--- config.mk ---
export PLATFORM = sky130hd
export DESIGN_NAME = iob_cache_repl_ctrl
export DESIGN_NICKNAME = d
export VERILOG_FILES = /design/src/rtl/iob_cache_repl_ctrl.sv
export SDC_FILE = /design/constraint.sdc
export NUM_CORES = 1
export LEC_CHECK = 0
export ABC_CLOCK_PERIOD_IN_PS = 1850
export BUFFER_PORTS_ARGS = -buffer_cell sky130_fd_sc_hd__buf_2
export CORE_MARGIN = 8
export CORE_UTILIZATION = 40
export DETAILED_ROUTE_END_ITERATION = 16
export GPL_ROUTABILITY_DRIVEN = 0
export PLACE_DENSITY = 0.7
export SYNTH_ARGS = -nofsm -noshare
export SYNTH_HDL_FRONTEND = slang
export SYNTH_SLANG_ARGS = --single-unit
--- constraint.sdc ---
create_clock -name clk_i -period 1.85 [get_ports clk_i]
set_input_delay 0.4625 -clock clk_i [delete_from_list [all_inputs] [get_ports clk_i]]
set_output_delay 0.4625 -clock clk_i [all_outputs]
set_load 0.01 [all_outputs]
--- src/rtl/iob_cache_repl_ctrl.sv ---
// iob_cache_repl_ctrl: sequences policy-state clear sweeps, hit updates and victim lookups for a cache replacement policy.
// Define IOB_CACHE_REPL_CTRL_RR_EN for round-robin hit/alloc arbitration; the default gives alloc fixed priority.
module iob_cache_repl_ctrl #(
  parameter int N_WAYS   = 8,
  parameter int NLINES_W = 7,
  parameter int NWAYS_W  = $clog2(N_WAYS)
) (
  input  logic                clk_i,
  input  logic                rst_n_i,
  input  logic                flush_i,
  input  logic                hit_valid_i,
  output logic                hit_ready_o,
  input  logic [N_WAYS-1:0]   hit_way_i,
  input  logic [NLINES_W-1:0] hit_line_i,
  input  logic                alloc_valid_i,
  output logic                alloc_ready_o,
  input  logic [NLINES_W-1:0] alloc_line_i,
  output logic                victim_valid_o,
  output logic [N_WAYS-1:0]   victim_way_o,
  output logic [NWAYS_W-1:0]  victim_bin_o,
  output logic                busy_o,
  output logic [NLINES_W-1:0] pol_line_o,
  output logic [N_WAYS-1:0]   pol_way_hit_o,
  output logic                pol_we_o,
  output logic                pol_rst_o,
  input  logic [N_WAYS-1:0]   pol_sel_i,
  input  logic [NWAYS_W-1:0]  pol_sel_bin_i
);
  typedef enum logic [1:0] {INIT, IDLE, LOOKUP, UPDATE} state_t;
  state_t                state_q;
  logic [NLINES_W-1:0]   cnt_q, line_q;
  logic [N_WAYS-1:0]     way_q, vic_way_q;
  logic [NWAYS_W-1:0]    vic_bin_q;
  logic                  pend_q, vic_valid_q;
  logic                  idle, hit_gnt, alloc_gnt;
  // A flush in IDLE pre-empts any grant in that cycle.
  assign idle = rst_n_i && state_q == IDLE && !flush_i;
`ifdef IOB_CACHE_REPL_CTRL_RR_EN
  logic rr_q;
  assign hit_ready_o   = idle && (!rr_q || !alloc_valid_i);
  assign alloc_ready_o = idle && (rr_q || !hit_valid_i);
  always_ff @(posedge clk_i)
    if (!rst_n_i) rr_q <= 1'b0;
    else if (hit_gnt) rr_q <= 1'b1;
    else if (alloc_gnt) rr_q <= 1'b0;
`else
  assign hit_ready_o   = idle && !alloc_valid_i;
  assign alloc_ready_o = idle;
`endif
  assign hit_gnt   = hit_valid_i && hit_ready_o;
  assign alloc_gnt = alloc_valid_i && alloc_ready_o;
  always_ff @(posedge clk_i) begin
    if (!rst_n_i) begin
      state_q     <= INIT;
      cnt_q       <= '0;
      line_q      <= '0;
      way_q       <= '0;
      vic_way_q   <= '0;
      vic_bin_q   <= '0;
      pend_q      <= 1'b0;
      vic_valid_q <= 1'b0;
    end else begin
      vic_valid_q <= 1'b0;
      case (state_q)
        INIT: begin
          cnt_q <= (flush_i || cnt_q == '1) ? '0 : cnt_q + 1'b1;
          if (!flush_i && cnt_q == '1) state_q <= IDLE;
        end
        IDLE:
          if (flush_i) state_q <= INIT;
          else if (hit_gnt) begin
            line_q  <= hit_line_i;
            way_q   <= hit_way_i;
            state_q <= UPDATE;
          end else if (alloc_gnt) begin
            line_q  <= alloc_line_i;
            state_q <= LOOKUP;
          end
        LOOKUP: begin
          pend_q      <= pend_q || flush_i;
          way_q       <= pol_sel_i;
          vic_way_q   <= pol_sel_i;
          vic_bin_q   <= pol_sel_bin_i;
          vic_valid_q <= 1'b1;
          state_q     <= UPDATE;
        end
        UPDATE: begin
          pend_q  <= 1'b0;
          state_q <= (pend_q || flush_i) ? INIT : IDLE;
        end
      endcase
    end
  end
  // Outputs are gated by reset so a cycle held in reset never writes or reports a victim.
  assign victim_valid_o = rst_n_i && vic_valid_q;
  assign victim_way_o   = vic_way_q;
  assign victim_bin_o   = vic_bin_q;
  assign busy_o         = !rst_n_i || state_q != IDLE;
  assign pol_we_o       = rst_n_i && (state_q == INIT || state_q == UPDATE);
  assign pol_rst_o      = rst_n_i && state_q == INIT;
  assign pol_line_o     = state_q == INIT ? cnt_q : (state_q == LOOKUP || state_q == UPDATE) ? line_q : '0;
  assign pol_way_hit_o  = state_q == UPDATE ? way_q : '0;
endmodule

==> results.sh <==
export IMPL_rsz0062_at_grt="true"
export IMPL_syn2layout_area_growth_pct=33.78
export IMPL_finalNonFillerCells=337
export IMPL_die_area_sq_um=7085
export IMPL_min_period_ns=2.006
export IMPL_worstSetupPathType="reg -> out"
export IMPL_syn_inst=206
export IMPL_max_vdd_ir_drop_v=0.0004714
export IMPL_cp_data_required_time_ns=1.39
export IMPL_fin_util=0.5410
export IMPL_async_reset_ff_frac=0
export IMPL_yosysWarnings=0
export IMPL_total_leakage_power_nw=1.277
export IMPL_synth_distinct_cells=35
export IMPL_synth_xor_area_share=0.01884
export IMPL_initial_core_util=0.4044
export IMPL_worst_slack_ns=-0.1561
export IMPL_drive_gt1_frac=0.3781
export IMPL_cap_viol_max_count=0
export IMPL_critPathLaunchType="flip-flop"
export IMPL_power_mw=1.518
export IMPL_synth_area_sq_um=1859
export IMPL_slew_viol_final=0
export IMPL_rows=25
export IMPL_setup_viol=7
export IMPL_synth_ff_type="dfxtp_1"
export IMPL_cts_clk_slew_worst_paths_ns=0.07
export IMPL_fmax_mhz=498.5
export IMPL_avgRoutedWirePerCell_microns=14.07
export IMPL_drt_first_pass_iters=4
export IMPL_dr_total_vias=1710
export IMPL_avgSynthCellArea_sq_um=9.026
export IMPL_grt_max_degree=23
export IMPL_pwr_density_cell_nw_per_um2=610.2
export IMPL_dp_hpwl_microns=3459
export IMPL_synth_mux_area_fraction=0.1077
export IMPL_core_area_sq_um=4598
export IMPL_synthSimpleGateAreaFrac=0.2093
export IMPL_worst_pin_slew_ns=0.4705
export IMPL_drtAntennaViolNets=0
export IMPL_yosysTopAreaCellShare=0.3984
export IMPL_violations="negative setup slack"
export IMPL_drc=0
export IMPL_diodes=0
export IMPL_clk_path_buf_depth=2
export IMPL_fin_area_sq_um=2487
export IMPL_htreeDepth=2
export IMPL_fin_skew_ns=0.002533
export IMPL_syn_num_nets=249
export IMPL_die_width_microns=84.18
export IMPL_cts_inserted_buffers=5
export IMPL_fin_crit_sh=1.084
export IMPL_die_y_microns=84.18
export IMPL_io_buffer_count=69
export IMPL_clock_tree_root_cell="clkbuf_8"
export IMPL_end_kind="output pin"
export IMPL_grt_pass1_vias=1719
export IMPL_clock_latency_ns=0.28
export IMPL_dp_cells=324
export IMPL_grt_pass1_wl_microns=7721
export IMPL_cp_data_arrival_time_ns=1.54
export IMPL_pin_count=70
export IMPL_synth_edf_count=0
export IMPL_synth_largest_area_cell="dfxtp_1"
export IMPL_status="finished with violations"
export IMPL_grt_overflow_total=0
export IMPL_place_worst_setup_slack_ns=0.04248
export IMPL_grtUsageTotal=0.1298
export IMPL_hold_violations=0
export IMPL_viasPerCell=5.074
export IMPL_synth_ff_latch_count=37
export IMPL_hold_class="in -> reg"
export IMPL_synth_top_cells_by_count="dfxtp_1 (37), nand2_1 (30), mux2i_1 (20)"
export IMPL_synth_top_family_by_area="simple AND/OR/NAND/NOR gates"
export IMPL_synth_most_common_cell="dfxtp_1"
export IMPL_yosys_top_cells_area="dfxtp_1 (40%), mux2i_1 (11%), o211a_1 (8.1%)"
export IMPL_synth_compound_area_frac=0.1777
export IMPL_placed_cell_area_sq_um=2272
export IMPL_drt_iter0_markers=92
export IMPL_max_slew_margin=0.6852
export IMPL_cts_sinks=37
export IMPL_synth_fa_ha_area_frac=0.03365
export IMPL_layout_nets=325
export IMPL_ys_seq_area_frac=0.3984
export IMPL_antenna_found_initial=0
export IMPL_cts_tree="built"
export IMPL_wl_microns=4742
export IMPL_critPathMaxFanout=5
stage by stage:
stage	hold slack [ns]	setup TNS, ns
6_report	0.4402	-0.8062
2_1_floorplan	0.4638	0
3_3_place_gp	0.4717	0
3_5_place_dp	0.4788	0
4_1_cts	0.4355	-0.9819
5_1_grt	0.4571	-1.336
report_power, final:
| part | switching [mW] | internal [mW] | leakage, nW |
|---|---|---|---|
| Clock | 0.275 | 0.337 | 0.0542 |
| Sequential | 0.00260 | 0.795 | 0.300 |
| Combinational | 0.0518 | 0.0563 | 0.923 |
worst max-delay path, cell delays in order, from the launching register on:
cell,delay [ns]
dfxtp_4,0.37
ha_2,0.19
or2_4,0.26
and2_4,0.14
a22o_1,0.17
buf_2,0.13
cell type report:
cell class / instances / area [sq um]
Clock buffer: 7 / 96.34
Sequential cell: 37 / 748.2
Timing Repair Buffer: 83 / 470.5
Fill cell: 444 / 2111
Tap cell: 54 / 67.56
Clock inverter: 1 / 5.005
Inverter: 8 / 32.53
Multi-Input combinational cell: 147 / 1067
metal layers:
layer | track usage | vias to the layer above | part of all wire | routed length, microns
met5 | 0 | - | 0 | 0
met4 | 0.04239 | 0 | 0.0093 | 44
met3 | 0.06196 | 5 | 0.10 | 472
met2 | 0.2082 | 63 | 0.45 | 2157
met1 | 0.1472 | 783 | 0.44 | 2068
li1 | - | 859 | - | -
layout by cell type (no fill, tap or decap), types with 6 or more instances in the layout:
cell type and n:
buf_2 69, inv_1 6, nor2b_1 14, and2_1 11, nand2_1 25, nor2_1 10
clkbuf_8 7, mux2i_1 20, dfxtp_1 35, buf_4 11, o22ai_1 7, o211a_1 15
final timing paths:
path                            cells after the start                           end  slack (ns)                     from
worst min-delay path                                3  victim_bin_o[0]$_SDFFE_PN0P_        0.44         pol_sel_bin_i[0]
worst min register to register                      1         way_q[0]$_SDFFE_PN0P_        0.49    way_q[0]$_SDFFE_PN0P_
worst max-delay path                                5                 pol_line_o[1]       -0.16  state_q[0]$_SDFFE_PN0P_
worst max register to register                      8         way_q[3]$_SDFFE_PN0P_        0.19  state_q[0]$_SDFFE_PN0P_
state kept, by name, indices dropped and copies added (netlist names), named ones only:
| name | count |
|---|---|
| victim_way_o | 8 |
| way_q | 8 |
| cnt_q | 7 |
| line_q | 7 |
| victim_bin_o | 3 |
| pend_q | 1 |
| state_q | 1 |
| vic_valid_q | 1 |
repair_timing:
action / in CTS / in global routing
endpoints found under the setup margin: 9 / 18
cloned: 0 / 1
buffers inserted: 1 / 3
resized for setup: 8 / 16
pin swaps: 3 / 6
hold buffers: 0 / 0
logic make-up after synthesis:
logic type | Yosys count
and+or+nand+nor | 77
AOI/OAI and AO/OA | 41
DFF | 37
buffers and inverters | 22
muxes | 20
adders and majority gates | 5
xor gates and xnor gates | 4
(Power assumes the default switching activity.)
